[src/rtl/neuromorphic_x1_wb_bridge.sv]
// rtl/neuromorphic_x1_wb_bridge.sv - Wishbone classic slave driving the NEUROMORPHIC_X1 functional port
//
// Purpose: decodes an address window on the SoC Wishbone bus and turns each hit
// into a single macro request (EN held high) that waits for func_ack. Read data or
// write completion is returned as a one-cycle wbs_ack_o. If func_ack does not come
// within TIMEOUT_CYCLES EN-high cycles, a one-cycle wbs_err_o is returned instead,
// with TIMEOUT_DATA on wbs_dat_o.
//
// Ports:
//   CLKin, RSTin            clock, asynchronous active-high reset
//   wbs_cyc_i/stb_i/we_i    Wishbone cycle, strobe, write enable
//   wbs_sel_i, wbs_adr_i    byte selects, address
//   wbs_dat_i / wbs_dat_o   write data / read data
//   wbs_ack_o, wbs_err_o    transfer acknowledge, timeout error acknowledge
//   EN, R_WB                macro request, 1 = read / 0 = write
//   DI, AD, SEL             macro write data, offset address, byte select
//   DO, func_ack            macro read data, macro acknowledge
//   busy_o                  high while a transfer is in flight (FSM not IDLE)
module neuromorphic_x1_wb_bridge #(
  parameter logic [31:0] BASE_ADDR      = 32'h3000_0000,
  parameter logic [31:0] ADDR_MASK      = 32'hFFFF_0000,
  parameter int          TIMEOUT_CYCLES = 255,
  parameter logic [31:0] TIMEOUT_DATA   = 32'hDEAD_BEEF
) (
  input  logic        CLKin,
  input  logic        RSTin,
  input  logic        wbs_cyc_i,
  input  logic        wbs_stb_i,
  input  logic        wbs_we_i,
  input  logic [3:0]  wbs_sel_i,
  input  logic [31:0] wbs_adr_i,
  input  logic [31:0] wbs_dat_i,
  output logic        wbs_ack_o,
  output logic        wbs_err_o,
  output logic [31:0] wbs_dat_o,
  output logic        EN,
  output logic        R_WB,
  output logic [31:0] DI,
  output logic [31:0] AD,
  output logic [3:0]  SEL,
  input  logic [31:0] DO,
  input  logic        func_ack,
  output logic        busy_o
);

  localparam int            CW       = $clog2(TIMEOUT_CYCLES + 1);
  localparam logic [CW-1:0] CNT_LAST = CW'(TIMEOUT_CYCLES - 1);

  typedef enum logic [1:0] {IDLE = 2'd0, ISSUE = 2'd1, RESP = 2'd2} state_t;

  state_t        state_q, state_d;
  logic          en_q, en_d;
  logic          r_wb_q, r_wb_d;
  logic [31:0]   di_q, di_d;
  logic [31:0]   ad_q, ad_d;
  logic [3:0]    sel_q, sel_d;
  logic          ack_q, ack_d;
  logic          err_q, err_d;
  logic [31:0]   dat_q, dat_d;
  logic [CW-1:0] cnt_q, cnt_d;
  logic          abort_q, abort_d;

  logic hit;
  logic bus_gone;
  logic last_cycle;

  assign hit        = wbs_cyc_i & wbs_stb_i &
                      ((wbs_adr_i & ADDR_MASK) == (BASE_ADDR & ADDR_MASK));
  // Once the master drops cyc during ISSUE the transfer is orphaned for good,
  // even if cyc comes back before the macro answers.
  assign bus_gone   = abort_q | ~wbs_cyc_i;
  assign last_cycle = (cnt_q == CNT_LAST);

  // State register and all registered outputs
  always_ff @(posedge CLKin or posedge RSTin) begin
    if (RSTin) begin
      state_q <= IDLE;
      en_q    <= 1'b0;
      r_wb_q  <= 1'b1;
      di_q    <= 32'h0;
      ad_q    <= 32'h0;
      sel_q   <= 4'h0;
      ack_q   <= 1'b0;
      err_q   <= 1'b0;
      dat_q   <= 32'h0;
      cnt_q   <= '0;
      abort_q <= 1'b0;
    end else begin
      state_q <= state_d;
      en_q    <= en_d;
      r_wb_q  <= r_wb_d;
      di_q    <= di_d;
      ad_q    <= ad_d;
      sel_q   <= sel_d;
      ack_q   <= ack_d;
      err_q   <= err_d;
      dat_q   <= dat_d;
      cnt_q   <= cnt_d;
      abort_q <= abort_d;
    end
  end

  // Next-state logic
  always_comb begin
    state_d = state_q;
    case (state_q)
      IDLE:    if (hit) state_d = ISSUE;
      ISSUE:   if (func_ack || last_cycle) state_d = RESP;
      RESP:    state_d = IDLE;
      default: state_d = IDLE;
    endcase
  end

  // Output / datapath next values
  always_comb begin
    en_d    = en_q;
    r_wb_d  = r_wb_q;
    di_d    = di_q;
    ad_d    = ad_q;
    sel_d   = sel_q;
    ack_d   = 1'b0;
    err_d   = 1'b0;
    dat_d   = dat_q;
    cnt_d   = cnt_q;
    abort_d = abort_q;
    case (state_q)
      IDLE: begin
        if (hit) begin
          en_d    = 1'b1;
          r_wb_d  = ~wbs_we_i;
          di_d    = wbs_dat_i;
          ad_d    = wbs_adr_i & ~ADDR_MASK;
          sel_d   = wbs_sel_i;
          cnt_d   = '0;
          abort_d = 1'b0;
        end
      end
      ISSUE: begin
        abort_d = bus_gone;
        if (func_ack) begin
          // An ack on the last allowed cycle still completes normally
          en_d = 1'b0;
          if (!bus_gone) begin
            ack_d = 1'b1;
            dat_d = r_wb_q ? DO : 32'h0;
          end
        end else if (last_cycle) begin
          en_d = 1'b0;
          if (!bus_gone) begin
            err_d = 1'b1;
            dat_d = TIMEOUT_DATA;
          end
        end else begin
          cnt_d = cnt_q + CW'(1);
        end
      end
      default: ;
    endcase
  end

  assign wbs_ack_o = ack_q;
  assign wbs_err_o = err_q;
  assign wbs_dat_o = dat_q;
  assign EN        = en_q;
  assign R_WB      = r_wb_q;
  assign DI        = di_q;
  assign AD        = ad_q;
  assign SEL       = sel_q;
  assign busy_o    = (state_q != IDLE);

endmodule

[config.mk]
export PLATFORM = sky130hd
export DESIGN_NAME = neuromorphic_x1_wb_bridge
export DESIGN_NICKNAME = d
export VERILOG_FILES = /design/src/rtl/neuromorphic_x1_wb_bridge.sv
export SDC_FILE = /design/constraint.sdc
export NUM_CORES = 1
export LEC_CHECK = 0
export ABC_AREA = 1
export BUFFER_PORTS_ARGS = -buffer_cell sky130_fd_sc_hd__buf_2
export CAP_MARGIN = 20
export CORE_UTILIZATION = 30
export CTS_CLUSTER_SIZE = 14
export DETAILED_ROUTE_END_ITERATION = 10
export HOLD_SLACK_MARGIN = 0.02
export PLACE_DENSITY_LB_ADDON = 0.25
export SYNTH_ARGS = -nofsm -noshare
export SYNTH_HDL_FRONTEND = slang
export SYNTH_SLANG_ARGS = --single-unit
[constraint.sdc]
create_clock -name CLKin -period 4.2 [get_ports CLKin]
set_input_delay 0.84 -clock CLKin [delete_from_list [all_inputs] [get_ports CLKin]]
set_output_delay 0.84 -clock CLKin [all_outputs]
set_load 0.005 [all_outputs]
==> results of run 1 <==
-- cells by family after synthesis --
group / count (synthesis)
xor+xnor: 3
simple gates: 152
other cells: 1
compound gates: 118
fa+ha+maj: 2
flops: 99
buf+inv: 105
-- worst paths after layout --
path | cells after the start | slack (ns) | to | startpoint
worst min register to register | 2 | 0.48 | wbs_dat_o[31] | wbs_dat_o[31]
worst min-delay path | 2 | 0.48 | wbs_dat_o[31] | wbs_dat_o[31]
max in group asynchronous | 3 | 2.81 | DI[12] | RSTin
worst max-delay path | 6 | 1.77 | AD[4] | wbs_adr_i[31]
worst max register to register | 7 | 2.11 | AD[4] | state_q[1]
min in group asynchronous | 2 | 0.56 | AD[5] | RSTin
-- routing by layer --
layer	GRT usage	share of wire	vias to the layer above
li1	-	-	1848
met4	0.0681	0.021	0
met3	0.0454	0.091	16
met2	0.219	0.43	164
met5	0	0	-
met1	0.194	0.46	1696
-- worst max-delay path: cells and delay by family --
family,cells,cell delay (ns)
buffers and inverters,2,0.59
AND/OR/NAND/NOR,3,1.11
AO/OA/AOI/OAI,1,0.07
-- sequential cells by signal, summed over array words and instances (netlist names), 2 cells and up --
signal     cells
wbs_dat_o     32
state_q        2
cnt_q          8
AD            16
SEL            4
DI            32
-- report_power, final --
| group | internal (uW) | switching (uW) | total [uW] |
|---|---|---|---|
| Sequential | 965 | 8.12 | 973 |
| Clock | 527 | 372 | 899 |
| Combinational | 63.0 | 70.4 | 133 |
| Total | 1560 | 450 | 2010 |
-- Yosys cell counts --
cell,instances,area share
buf_2,4,0.0044
nand4_1,1,0.0014
nor4_1,1,0.0014
nand3_2,1,0.0022
xor2_1,2,0.0038
inv_1,62,0.051
nand2_1,77,0.063
buf_4,17,0.028
dfrtp_1,98,0.54
nand2_2,31,0.042
o21ai_1,60,0.066
nand3_4,1,0.0038
ha_1,2,0.0055
nand3_1,20,0.022
xnor2_1,1,0.0019
clkbuf_1,11,0.0090
a21oi_1,1,0.0011
clkbuf_2,1,0.0011
nor2_4,2,0.0049
nor2_1,14,0.011
a21boi_0,24,0.039
nor2_2,1,0.0014
nand2_4,2,0.0049
buf_6,9,0.022
o21bai_1,1,0.0016
nor3_1,1,0.0011
o21ai_2,32,0.061
inv_2,1,0.00082
conb_1,1,0.00082
dfstp_2,1,0.0057
-- through the flow --
| stage | utilization | instances | hold slack [ns] | area [um^2] |
|---|---|---|---|---|
| 6_report | 0.401 | 850 | 0.478 | 5890 |
| 5_1_grt | 0.401 | 850 | 0.495 | 5890 |
| 4_1_cts | 0.401 | 850 | 0.483 | 5890 |
| 3_3_place_gp | 0.379 | 834 | 0.461 | 5570 |
| 3_5_place_dp | 0.379 | 834 | 0.467 | 5570 |
| 2_1_floorplan | - | 495 | 0.479 | 4630 |
-- area by class of cell --
class,instances,area [um^2]
tap,184,230
clock buffer,9,225
sequential,99,2480
fill,1498,8810
multi-input combinational,291,1620
clock inverter,7,100
inverter,63,239
timing repair buffer,197,993
==> flow_metrics.env, run 1 <==
export IMPL_outcome="finished with violations"
export IMPL_violations="DRC"
export IMPL_cts_setup_buffers=0
export IMPL_layout_common_cells="194 x buf_2, 98 x dfrtp_1, 77 x nand2_1"
export IMPL_routabilityCongestion=0.709
export IMPL_finalCritPeriodShare=0.579
export IMPL_synth_distinct_cells=30
export IMPL_nNetsFinal=769
export IMPL_dieArea_um2=15700
export IMPL_clock_latency_ns=0.34
export IMPL_die_height_um=125
export IMPL_leakagePower_uw=0.00326
export IMPL_diodes=0
export IMPL_maxCapViolations=0
export IMPL_wirelength_mm=10.9
export IMPL_hold_path_class="reg2reg"
export IMPL_tightest_slew_ns=0.996
export IMPL_critPathCaptureType="flip-flop"
export IMPL_synth_area_mux_share=0
export IMPL_hold_violations=0
export IMPL_tns_ns=0
export IMPL_crit_path_start_kind="input pin"
export IMPL_slew_violations=0
export IMPL_finalWorstSetupSlack_ns=1.77
export IMPL_finalClockSkew_ns=0.00756
export IMPL_cts_tree="built"
export IMPL_cp_slowest_cell="nor3_1"
export IMPL_synth_cells=480
export IMPL_powerDensity_nw_per_um2=340
export IMPL_yosys_warnings=0
export IMPL_grt_pass1_vias=3828
export IMPL_grt_antenna_before_repair=0
export IMPL_final_min_clock_period_ns=2.43
export IMPL_synth_compound_area_frac=0.169
export IMPL_maxSlewHeadroom=0.336
export IMPL_grt_max_degree=73
export IMPL_pre_cts_ws_ns=1.40
export IMPL_rows=44
export IMPL_die_x_um=125
export IMPL_clk_pin_slew_worst_paths_ns=0.07
export IMPL_syn_area_um2=4570
export IMPL_io_pin_count=211
export IMPL_drt_pass1_iterations=9
export IMPL_grt_pass1_wl_mm=18.4
export IMPL_cts_hold_buf=0
export IMPL_areaGrowthSynthToFinish_pct=28.9
export IMPL_drc=13
export IMPL_initial_core_util=0.311
export IMPL_synth_xor_area_share=0.00575
export IMPL_grt_ovfl_total=0
export IMPL_cts_num_sinks=99
export IMPL_hpwl_mm=8.01
export IMPL_h_tree_depth=3
export IMPL_final_layout_size_suffix_gt1_frac=0.429
export IMPL_crit_chain="buf_2 > nor3_1 > nand3_4 > buf_4 > nand2_1 > o21ai_1"
export IMPL_drt_iter0_drc=185
export IMPL_synth_top_family_by_area="compound AO/OA/AOI/OAI gates"
export IMPL_cts_resized=0
export IMPL_critPathMaxStageDelay_ns=0.50
export IMPL_layout_cells_most_common="buf_2"
export IMPL_ant_nets=0
export IMPL_synth_area_per_cell_um2=9.52
export IMPL_irDropWorstVdd_v=0.000211
export IMPL_io_buffers=194
export IMPL_synthSimpleGateAreaFrac=0.160
export IMPL_critPathKind="in2reg"
export IMPL_critical_path_arrival_ns=2.64
export IMPL_synthAdderAreaFrac=0.00547
export IMPL_core_area_um2=14700
export IMPL_clock_root_buffer="clkbuf_16"
export IMPL_ys_ff_latch=99
export IMPL_fmax_ghz=0.411
export IMPL_setup_violations=0
export IMPL_power_total_uw=2010
export IMPL_vias=3724
export IMPL_yosysSeqAreaShare=0.542
export IMPL_cts_buffer_depth=2
export IMPL_cts_buffers=9
export IMPL_track_usage=0.147
export IMPL_path_max_fanout=72
export IMPL_rsz0062_at_grt="no"
export IMPL_routedWlPerCell_um=12.8
export IMPL_viasPerCell=4.38
export IMPL_cp_required_ns=4.41
Power figures use the tool's default switching activity.
==> run 2, diff against run 1 <==
clock period = 1.95 ns   (was 4.2 ns; I/O delays follow)
==> run 2 against run 1 <==
  * Core utilization up 0.30 points
  * Power up 100%
  * Critical path type is now reg2reg
  * Clock-buffer cell count unchanged
  * Final area up 0.74%
  * Critical endpoint is now wbs_dat_o[31]
  * Via count down 1.2%
  * The flow still finishes with violations (DRC)
  * Combinational power up 120%
  * Global-route usage down 0.47 points
==> flow_metrics.env, run 2 (synthesis gave the netlist of run 1 again) <==
export IMPL_clk_pin_slew_worst_paths_ns=0.07
export IMPL_rsz0062_at_grt="no"
export IMPL_final_core_util=0.404
export IMPL_cts_buffer_depth=2
export IMPL_routedWlPerCell_um=12.4
export IMPL_rows=44
export IMPL_hpwl_mm=7.70
export IMPL_nNetsFinal=775
export IMPL_p_seq_frac=0.510
export IMPL_hold_slack_ns=0.180
export IMPL_power_internal_uw=3100
export IMPL_cts_tree="built"
export IMPL_grt_pass1_vias=3654
export IMPL_ant_nets=0
export IMPL_tns_ns=0
export IMPL_place_area_um2=5650
export IMPL_multiInputGateArea_um2=1620
export IMPL_drt_pass1_iterations=7
export IMPL_hold_path_class="in2reg"
export IMPL_io_buffers=194
export IMPL_clock_latency_ns=0.35
export IMPL_crit_path_start_kind="flip-flop"
export IMPL_finalCritPeriodShare=0.876
export IMPL_viasPerCell=4.30
export IMPL_track_usage=0.142
export IMPL_rrSetupSlack_ns=0.24
export IMPL_cts_hold_buf=0
export IMPL_diodes=0
export IMPL_p_switching_uw=1000
export IMPL_slew_violations=0
export IMPL_hold_violations=0
export IMPL_critPathKind="reg2reg"
export IMPL_fill_cells=1492
export IMPL_grt_max_degree=103
export IMPL_cts_resized=0
export IMPL_die_x_um=125
export IMPL_final_min_clock_period_ns=1.71
export IMPL_cp_required_ns=2.18
export IMPL_swShare=0.245
export IMPL_violations="DRC"
export IMPL_maxCapViolations=0
export IMPL_tightest_slew_ns=0.542
export IMPL_seqCellArea_um2=2480
export IMPL_clkPwrFrac=0.420
export IMPL_finalClockSkew_ns=0.0102
export IMPL_wirelength_mm=10.6
export IMPL_core_area_um2=14700
export IMPL_critical_path_arrival_ns=1.94
export IMPL_grt_antenna_before_repair=0
export IMPL_irDropWorstVdd_v=0.000348
export IMPL_drt_iter0_drc=132
export IMPL_io_pin_count=211
export IMPL_cts_buffers=9
export IMPL_setup_violations=0
export IMPL_routabilityCongestion=0.725
export IMPL_finalInstanceArea_um2=5930
export IMPL_vias=3679
export IMPL_pwr_share_comb=0.070
export IMPL_h_tree_depth=3
export IMPL_clock_root_buffer="clkbuf_16"
export IMPL_outcome="finished with violations"
export IMPL_layout_common_cells="194 x buf_2, 98 x dfrtp_1, 77 x nand2_1"
export IMPL_powerDensity_nw_per_um2=692
export IMPL_cts_num_sinks=99
export IMPL_fmax_ghz=0.586
export IMPL_grt_pass1_wl_mm=17.8
export IMPL_layout_cells_most_common="buf_2"
export IMPL_drc=14
export IMPL_final_layout_size_suffix_gt1_frac=0.435
export IMPL_maxSlewHeadroom=0.639
export IMPL_die_height_um=125
export IMPL_areaGrowthSynthToFinish_pct=29.8
export IMPL_critPathCaptureType="flip-flop"
export IMPL_leakagePower_uw=0.00328
export IMPL_initial_core_util=0.311
export IMPL_path_max_fanout=14
export IMPL_grt_ovfl_total=0
export IMPL_dieArea_um2=15700
export IMPL_cts_setup_buffers=0
## run 2: per-stage QoR
step | std cells | total power (uW) | setup slack (ns)
after floorplan | 495 | 2290 | 0.385
after global placement | 840 | 2430 | 0.291
after detailed placement | 840 | 2430 | 0.244
after CTS | 856 | 4190 | 0.219
after global routing | 856 | 4290 | 0.0536
final | 856 | 4110 | 0.242
## run 2: worst paths after layout
kind | depth (start not counted) | end | from
worst max register to register | 10 | wbs_dat_o[31] | cnt_q[0]
worst max-delay path | 10 | wbs_dat_o[31] | cnt_q[0]
max in group asynchronous | 3 | AD[7] | RSTin
worst min-delay path | 2 | R_WB | wbs_we_i
worst min register to register | 2 | wbs_dat_o[29] | wbs_dat_o[29]
min in group asynchronous | 3 | wbs_err_o | RSTin
## run 2: power groups by stage
stage	registers, uW	clock network [uW]	logic, uW
after global placement	2140	0	292
final	2100	1720	288
after CTS	2090	1800	296
after floorplan	2140	0	152
after detailed placement	2140	0	295
after global routing	2100	1860	330
## run 2: layout make-up
class                      instances  area share
clock buffer                       9      0.0380
clock inverter                     7      0.0101
inverter                          63      0.0405
multi-input combinational        291       0.274
sequential                        99       0.418
tap                              184      0.0388
timing repair buffer             203       0.181
## run 2: per-layer routing
metal  vias up  routed length, um  global-route usage  share of wire
met1      1652               4840               0.183           0.45
met5         -                  0                   0              0
met2       155               4440               0.214           0.42
met3        11               1180              0.0518           0.11
li1       1861                  -                   -              -
met4         0                189              0.0624          0.018
## run 2: critical path: stages, from the launching register on
cell and delay (ns):
dfrtp_1 0.40, inv_1 0.10, ha_1 0.17, nand2_1 0.06, nor2_2 0.15, nand3_4 0.10, nand2_4 0.08, nand2_4 0.14
buf_4 0.25, nand2_1 0.08, o21ai_2 0.05
